<file path="config.mk">
export PLATFORM = sky130hd
export DESIGN_NAME = motor_step_gen
export DESIGN_NICKNAME = d
export VERILOG_FILES = /design/src/rtl/motor_step_pkg.sv /design/src/rtl/sync_2ff.sv /design/src/rtl/motor_step_gen.sv
export SDC_FILE = /design/constraint.sdc
export NUM_CORES = 1
export LEC_CHECK = 0
export ABC_AREA = 1
export CAP_MARGIN = 10
export CORE_ASPECT_RATIO = 0.7
export CORE_MARGIN = 2
export CORE_UTILIZATION = 25
export DETAILED_ROUTE_END_ITERATION = 12
export PLACE_DENSITY_LB_ADDON = 0.05
export SETUP_SLACK_MARGIN = 0.02
export SYNTH_ARGS = -nofsm -noshare
export SYNTH_HDL_FRONTEND = slang
export SYNTH_HIERARCHICAL = 1
export SYNTH_SLANG_ARGS = --single-unit
</file>
<file path="constraint.sdc">
create_clock -name clk -period 12.1 [get_ports clk]
set_clock_uncertainty 0.2 [all_clocks]
set_input_delay 2.42 -clock clk [delete_from_list [all_inputs] [get_ports clk]]
set_output_delay 2.42 -clock clk [all_outputs]
set_load 0.05 [all_outputs]
</file>
<file path="src/rtl/motor_step_pkg.sv">
// motor_step_pkg
// Shared definitions for the stepper step/dir generator: register offsets
// inside the window, CONTROL bit positions, the sequencer state enum and a
// small helper that applies the minimum step period.
package motor_step_pkg;

    // Register offsets relative to the block's base address
    localparam logic [5:0] REG_PERIOD  = 6'd0;
    localparam logic [5:0] REG_STEPS   = 6'd1;
    localparam logic [5:0] REG_CONTROL = 6'd2;

    // CONTROL register bit positions
    localparam int CTRL_ENABLE   = 0;
    localparam int CTRL_ABORT    = 1;
    localparam int CTRL_ES_EN    = 2;
    localparam int CTRL_ES_LEVEL = 3;

    typedef enum logic [2:0] {
        IDLE,
        DIR_SETUP,
        STEP_HIGH,
        STEP_LOW,
        FINISH
    } state_t;

    // A period shorter than the minimum would leave no room for the low phase
    function automatic logic [31:0] effective_period(input logic [31:0] period,
                                                     input logic [31:0] min_period);
        return (period < min_period) ? min_period : period;
    endfunction

endpackage

</file>
<file path="src/rtl/sync_2ff.sv">
// sync_2ff
// Two-flop synchronizer for a single asynchronous input (endstop pins).
// Ports:
//   clk   - destination clock
//   rst   - asynchronous active-high reset, forces the output to RESET_VALUE
//   d     - asynchronous input
//   q     - synchronized output, two clock cycles of latency
module sync_2ff #(
    parameter logic RESET_VALUE = 1'b0
) (
    input  logic clk,
    input  logic rst,
    input  logic d,
    output logic q
);

    logic meta;

    // The first flop may go metastable; the second gives it a full cycle to settle
    always_ff @(posedge clk or posedge rst) begin
        if (rst) begin
            meta <= RESET_VALUE;
            q    <= RESET_VALUE;
        end else begin
            meta <= d;
            q    <= meta;
        end
    end

endmodule

</file>
<file path="src/rtl/motor_step_gen.sv">
// motor_step_gen
// Turns register writes from the executor's external register port into a
// step/dir/enable waveform for one stepper driver, watches one endstop and
// emits a one-cycle completion pulse per move.
// Ports:
//   clk, rst        - clock and asynchronous active-high reset
//   reg_addr/data   - write address and data, qualified by reg_stb
//   reg_busy        - high in the cycle after an accepted write
//   endstop         - raw endstop pin
//   mot_step/dir    - step pulse and direction to the driver
//   mot_enable      - driver enable, active-low
//   move_active     - a move is in progress
//   endstop_hit     - sticky flag: last move was stopped by the endstop
//   done_int        - one-cycle pulse at the end of every move
module motor_step_gen
    import motor_step_pkg::*;
#(
    parameter logic [5:0]  BASE_ADDR         = 6'h00,
    parameter int unsigned STEP_PULSE_CYCLES = 100,
    parameter int unsigned DIR_SETUP_CYCLES  = 50
) (
    input  logic        clk,
    input  logic        rst,
    input  logic [5:0]  reg_addr,
    input  logic [31:0] reg_data,
    input  logic        reg_stb,
    output logic        reg_busy,
    input  logic        endstop,
    output logic        mot_step,
    output logic        mot_dir,
    output logic        mot_enable,
    output logic        move_active,
    output logic        endstop_hit,
    output logic        done_int
);

    localparam logic [31:0] PULSE_LEN  = 32'(STEP_PULSE_CYCLES);
    localparam logic [31:0] PULSE_LOAD = PULSE_LEN - 32'd1;
    localparam logic [31:0] DIR_LOAD   = 32'(DIR_SETUP_CYCLES) - 32'd1;
    localparam logic [31:0] MIN_PERIOD = 32'(2 * STEP_PULSE_CYCLES);

    state_t      state, next_state;
    logic [31:0] period_reg;
    logic        ctrl_enable, ctrl_es_en, ctrl_es_level;
    logic        abort_pending;
    logic [31:0] phase_cnt;
    logic [31:0] low_len;
    logic [30:0] step_cnt;
    logic        dir_reg, endstop_hit_reg, done_reg, busy_reg;

    logic        endstop_sync;
    logic [5:0]  offset;
    logic        accept, wr_period, wr_steps, wr_control;
    logic        stop_req, es_stop, phase_done;

    sync_2ff #(.RESET_VALUE(1'b0)) u_endstop_sync (
        .clk (clk),
        .rst (rst),
        .d   (endstop),
        .q   (endstop_sync)
    );

    // Address decode: the window is three registers wide, and a strobe that
    // lands in the busy cycle is simply lost. Abort is honoured both from the
    // explicit abort bit and from dropping enable mid-move.
    always_comb begin
        offset     = reg_addr - BASE_ADDR;
        accept     = reg_stb && (offset < 6'd3) && !busy_reg;
        wr_period  = accept && (offset == REG_PERIOD);
        wr_steps   = accept && (offset == REG_STEPS);
        wr_control = accept && (offset == REG_CONTROL);
        stop_req   = abort_pending || !ctrl_enable;
        es_stop    = ctrl_es_en && (endstop_sync == ctrl_es_level);
        phase_done = (phase_cnt == 32'd0);
    end

    // Next-state logic. A STEPS write is only looked at in IDLE, which is what
    // drops writes that arrive while a move runs. STEP_HIGH ignores abort and
    // endstop so that a pulse is never cut short.
    always_comb begin
        next_state = state;
        case (state)
            IDLE: begin
                if (wr_steps) begin
                    if ((reg_data[30:0] != 31'd0) && ctrl_enable)
                        next_state = DIR_SETUP;
                    else
                        next_state = FINISH;
                end
            end
            DIR_SETUP: begin
                if (stop_req || es_stop)
                    next_state = FINISH;
                else if (phase_done)
                    next_state = STEP_HIGH;
            end
            STEP_HIGH: begin
                if (phase_done)
                    next_state = STEP_LOW;
            end
            STEP_LOW: begin
                if (stop_req || es_stop)
                    next_state = FINISH;
                else if (phase_done)
                    next_state = (step_cnt == 31'd0) ? FINISH : STEP_HIGH;
            end
            FINISH:  next_state = IDLE;
            default: next_state = IDLE;
        endcase
    end

    // All state: registers, sequencer state and the phase/step counters.
    // The phase counter is loaded with (length - 1) on entry to a timed state
    // and the state is left the cycle it reads zero. done_int is registered
    // off FINISH, so it appears one cycle after the sequencer passes through.
    always_ff @(posedge clk or posedge rst) begin
        if (rst) begin
            state           <= IDLE;
            period_reg      <= 32'd0;
            ctrl_enable     <= 1'b0;
            ctrl_es_en      <= 1'b0;
            ctrl_es_level   <= 1'b0;
            abort_pending   <= 1'b0;
            phase_cnt       <= 32'd0;
            low_len         <= 32'd0;
            step_cnt        <= 31'd0;
            dir_reg         <= 1'b0;
            endstop_hit_reg <= 1'b0;
            done_reg        <= 1'b0;
            busy_reg        <= 1'b0;
        end else begin
            state    <= next_state;
            busy_reg <= accept;
            done_reg <= (state == FINISH);

            if (wr_period)
                period_reg <= reg_data;

            if (wr_control) begin
                ctrl_enable   <= reg_data[CTRL_ENABLE];
                ctrl_es_en    <= reg_data[CTRL_ES_EN];
                ctrl_es_level <= reg_data[CTRL_ES_LEVEL];
            end

            if (!move_active)
                abort_pending <= 1'b0;
            if (wr_control && reg_data[CTRL_ABORT] && move_active)
                abort_pending <= 1'b1;

            if ((state == DIR_SETUP || state == STEP_LOW) && es_stop)
                endstop_hit_reg <= 1'b1;

            if (next_state != state) begin
                case (next_state)
                    DIR_SETUP: begin
                        phase_cnt       <= DIR_LOAD;
                        step_cnt        <= reg_data[30:0];
                        dir_reg         <= reg_data[31];
                        low_len         <= effective_period(period_reg, MIN_PERIOD) - PULSE_LEN;
                        endstop_hit_reg <= 1'b0;
                    end
                    STEP_HIGH: begin
                        phase_cnt <= PULSE_LOAD;
                        step_cnt  <= step_cnt - 31'd1;
                    end
                    STEP_LOW: phase_cnt <= low_len - 32'd1;
                    default:  phase_cnt <= 32'd0;
                endcase
            end else if (!phase_done) begin
                phase_cnt <= phase_cnt - 32'd1;
            end
        end
    end

    // Outputs follow state directly so the step pulse edges line up with
    // the state transitions.
    always_comb begin
        mot_step    = (state == STEP_HIGH);
        move_active = (state != IDLE) && (state != FINISH);
        mot_dir     = dir_reg;
        mot_enable  = ~ctrl_enable;
        endstop_hit = endstop_hit_reg;
        done_int    = done_reg;
        reg_busy    = busy_reg;
    end

endmodule

</file>
### Word level (Yosys, flattened, before mapping)

Cells that the tools add are included.
Widths: inputs -> output; s select.

* bits in registers: 140
* bits of input ports: 42
* output and inout bits: 7
* word-level logic and storage cells: 80

* add/sub/neg operators: 4
* order comparisons: 2
* eq/ne operators: 14
* muxes and demuxes: 19
* bitwise logic cells: 1
* reductions and logical operators: 25

Operator list (count)
* $mux 32: 3
* $pmux 32 s3: 1
* $sub 32x1->32 const B: 2
* $pmux 31 s2: 1
* $logic_not 32->1: 1
* $lt 32x8->1 const B: 1
* $sub 32x7->32 const B: 1
* $logic_not 31->1: 1
* $reduce_bool 31->1: 1
* $sub 31x1->31 const B: 1
* $mux 3: 8
* $eq 3x2->1 const B: 4
* $pmux 3 s4: 1
* $logic_and 1x1->1: 11
* $eq 3x1->1 const B: 2
* $eq 6x1->1 const B: 1
* $eq 6x2->1 const B: 1
* $logic_not 6->1: 1
* $lt 6x2->1 const B: 1
* $mux 1: 5
* $ne 2x1->1 const B: 2
* $reduce_and 2->1: 2
* $eq 3x3->1 const B: 1
* $logic_not 3->1: 1
* other kinds (8): 11

### Longest topological paths before layout

* depth in word-level cells: 9
* gate-level depth with buffers: 18
* mapped depth without buffers: 17

### Hierarchy

Netlist, hierarchy kept.

Modules (own cells, without submodules)
* motor_step_gen: instances 1, cells an instance 1306, area an instance 9092.5 um^2, sequential area each 3453.3 um^2
* sync_2ff: instances 1, cells an instance 3, area an instance 53.8 um^2, sequential area each 50.0 um^2

### Worst setup path before layout

OpenSTA, ideal clock, no wires.

* kind: in2reg
* start: input reg_addr[4]
* end: register step_cnt[11]
* setup time: 116 ps
* data arrival time: 3857 ps
* data required time: 11784 ps
* slack: 7927 ps
* stages: 15
* buffers on the path: 2
* path through: nor2_1 -> and2_1 -> nand2_1 -> nor2_1 -> nand3_1 -> nand2_4 -> clkinv_4 -> nand2_1 -> buf_6 -> nand2_2 -> nand2_4 -> inv_4 -> buf_6 -> nand2_1 -> nand2_1

* longest elaborated chain between the ends: 9
* elaborated cells on any way between the ends: 13
* classes of those cells: 1 x order compare; 4 x eq/ne; 3 x mux; 5 x reduce/logical

Ends and longest elaborated chain
* start: declaration: line motor_step_gen.sv:24 `input logic [5:0] reg_addr,`
* $lt 6x2->1: line motor_step_gen.sv:68 `accept = reg_stb && (offset < 6'd3) && !busy_reg;`
* $logic_and 1x1->1 (2 in series): line motor_step_gen.sv:68
* $logic_and 1x1->1 *: line motor_step_gen.sv:70 `wr_steps = accept && (offset == REG_STEPS);`
* $mux 3 *: line motor_step_gen.sv:84 `if (wr_steps) begin`
* $pmux 3 s4 *: line motor_step_gen.sv:82 `case (state)`
* net next_state[0]: line motor_step_gen.sv:42 `state_t state, next_state;`
* $eq 3x2->1 / $eq 3x1->1 (equally long branches): line motor_step_gen.sv:154 `case (next_state)`
* $reduce_bool 2->1 (no line)
* $reduce_and 2->1 (no line)
* end signal: assignment: line motor_step_gen.sv:157 `step_cnt <= reg_data[30:0];`
* end signal: assignment: line motor_step_gen.sv:164 `step_cnt <= step_cnt - 31'd1;`
* end: declaration: line motor_step_gen.sv:48 `logic [30:0] step_cnt;`

The timed path passes the listed nets; every way through them passes the cells marked *.
A chain may end at the register's enable or synchronous reset.

### Final worst setup path

* start: input reg_addr[0]
* end: register step_cnt[12]

Same word-level chain as after synthesis.

==> impl_metrics.csv <==
group,metric,value,unit
routing,vias,8261,
place,routabilityCongestion,0.836,
finish,layout_common_cells,"nand2_1, nor2_1, dfrtp_1, inv_1, o21ai_0",
synthesis,synth_area_leaders,"dfrtp_1, nand2_1, nor2_1",
power_and_ir_drop,netSwitchingPower,0.836,mW
synthesis,synth-edff-count,0,
power_and_ir_drop,seq_power_share,0.361,
sta,hold_violations,0,
grt,grt_pass1_vias,7911,
critical_path,arrival,6130,ps
grt,grt_overflow,0,
clock_network,max-clock-path-buffers,2,
die,core,0.0360,sq mm
synthesis,netlist.area_leader.share,0.383,
synthesis,synth_flop_cell,"dfrtp_1",
finish,syn2layout_area_growth,16.9,%
status,outcome,"finished, final reports clean",
sta,fmax,0.167,GHz
critical_path,r2r_end,"step_cnt[12]",
die,start_util,0.254,
synthesis,synthCells,1309,
finish,nFillCells,4006,
min_path,whs_endpoint,"u_endstop_sync/q",
min_path,min_from,"u_endstop_sync/meta",
clock_network,cts_root_buf,"clkbuf_16",
synthesis,syn_nets,1355,
synthesis,netlist_area,0.00915,sq mm
synthesis,synth_top_cell_by_area,"dfrtp_1",
power_and_ir_drop,p_per_area,190,mW/mm^2
sta,slew_violations,0,
clock_network,numClockSinks,140,
routing,wl,30700,um
routing,drt_pass1_iterations,5,
sta,fin_crit_sh,0.496,
clock_network,cts_buffers,17,
finish,final_layout_size_suffix_gt1_frac,0.0756,
critical_path,r2r_slack,7730,ps
clock_network,cts_tree,"built",
sta,setup_viol,0,
clock_network,cts_resized,0,
sta,relSlewSlack,0.297,
critical_path,path_class,"input port to flip-flop",
synthesis,synth_xor_area_frac,0.0776,
synthesis,synth-compound-area-share,0.0869,
critical_path,worst_setup_path_end_kind,"flip-flop",
sta,worstMarginPinSlew,1050,ps
finish,final_nets,1396,
power_and_ir_drop,worst_ir_drop_vdd,0.0792,mV
routing,viasPerCell,4.48,
die,chipWidth,233,um
grt,grt.total_usage,0.170,
min_path,hold_path_depth,0,
synthesis,synth_top_family_by_area,"simple AND/OR/NAND/NOR gates",
power_and_ir_drop,p_int,1.19,mW
power_and_ir_drop,p_comb_frac,0.365,
place,dp_hpwl,23600,um
clock_network,post_cts_buffers,0,
finish,final_common_cell,"nand2_1",
die,ios,49,
synthesis,synth_cell_type_count,45,
power_and_ir_drop,total_power,2.03,mW
synthesis,synth-adder-area-share,0.00547,
synthesis,yosysWarningCount,6,
clock_network,clk_latency,450,ps
power_and_ir_drop,power_leakage,5.01,nW
synthesis,async_flop_share,1.00,
finish,multi_input_area,0.00496,sq mm
synthesis,muxShareOfSynthArea,0.00123,
clock_network,path_clk_slew,60,ps
synthesis,avgSynthCellArea,6.99,sq um
synthesis,synth-seq-cells,140,
clock_network,cts-hold-fix-buffers,0,
power_and_ir_drop,swShare,0.413,
die,dieArea,0.0382,sq mm
routing,final_antenna_net_count,0,
sta,rsz0062_at_grt,"false",
min_path,hp-class,"flip-flop to flip-flop",
sta,fin_tns_setup,0,ps
synthesis,ys_seq_area_frac,0.383,
critical_path,reg2reg_from,"step_cnt[0]",
die,fp-row-count,58,
place,io_buffers,48,
critical_path,start_kind,"input port",
power_and_ir_drop,p_clk_frac,0.274,
synthesis,synth_simple_gate_area_frac,0.371,
routing,drcViolationCount,0,
sta,min_period,6000,ps
critical_path,reg2reg_depth,15,
routing,drt_iter0_drc,658,
flow_run,maxCapViolations,0,
finish,regArea,0.00350,sq mm
grt,antenna_found_initial,0,
finish,antenna_cells,0,
grt,grt_pass1_wl,48700,um
die,die_h,164,um
clock_network,h-tree-depth,4,
routing,wl_per_cell,16.7,um
critical_path,crit_path_max_fanout,56,
critical_path,critical_path_required,12230,ps
grt,grt_max_degree,76,
-- synthesized netlist by cell type (2+ instances only) --
library cell	count
dfrtp_1	140
buf_2	6
nor4_1	4
nor2_8	2
or2_0	2
a21oi_1	20
xor2_1	53
nor3_1	35
nor2_1	196
o211ai_1	4
xnor2_1	28
o21bai_1	2
o21ai_2	10
nor2_2	12
ha_1	4
nand2_1	365
or2_2	2
nand3b_1	4
nand3_1	80
nand3_2	2
inv_1	131
nand2_4	4
nand2_2	23
buf_6	4
nand4_1	29
o21ai_0	82
clkbuf_1	15
inv_2	2
o22ai_1	7
buf_4	5
nor2_4	6
o21ai_1	17
-- how the worst max path moves through the flow --
stage                start             to  depth (start not counted)
6_report       reg_addr[0]   step_cnt[12]                         15
5_1_grt        reg_addr[0]   step_cnt[30]                         15
4_1_cts        reg_addr[0]   step_cnt[28]                         15
3_5_place_dp   reg_addr[0]   step_cnt[28]                         15
3_3_place_gp   reg_addr[0]    step_cnt[2]                         15
2_1_floorplan          rst  abort_pending                          1
-- layer usage --
layer	part of all wire	GRT usage	up-vias
li1	-	-	4245
met1	0.57	0.276	3868
met2	0.38	0.224	135
met3	0.040	0.0321	13
met4	0.0079	0.0382	0
met5	0	0	-
-- critical path: stages --
cell	delay [ps]
clkdlybuf4s50_1	470
nand2_1	90
and3b_1	140
nand2_1	80
nor2_1	420
nand3_1	140
buf_4	270
nand2_4	150
clkinv_4	140
nand2_2	790
nand2_2	130
nand2_4	460
inv_4	230
nand2_1	110
nand2_1	50
-- cells by family (layout without fill, tap and decap cells) --
logic type	count (synthesis)	count (layout)
simple gates	772	772
fa+ha+maj	4	4
xor+xnor	81	81
buf+inv	166	219
mux	1	1
flops	140	140
compound gates	145	145
-- power by group through the flow --
stage | registers [mW] | logic (mW) | clock network (mW)
6_report | 0.732 | 0.741 | 0.555
5_1_grt | 0.752 | 0.850 | 0.591
4_1_cts | 0.730 | 0.744 | 0.570
3_5_place_dp | 0.738 | 0.739 | 0
3_3_place_gp | 0.742 | 0.744 | 0
2_1_floorplan | 0.695 | 0.567 | 0
-- through the flow --
step                hold slack, ps  instances  instance area, sq um  worst slack (ps)  utilization
floorplan                      131       1309                  9150              5780            -
global placement               139       1811                 10100              5600        0.281
global route                   170       1842                 10700              5720        0.297
CTS                            149       1842                 10700              6040        0.297
finish                         148       1842                 10700              6100        0.297
detailed placement             135       1811                 10100              5560        0.281
-- area by class of cell --
class                   count  area share
clock inverters             7      0.0105
well taps                 480      0.0562
repair buffers             52      0.0477
multi-input cells        1003       0.464
clock buffers              24      0.0451
inverters                 136      0.0489
flip-flops and latches    140       0.328
Power figures use the tool's default switching activity.
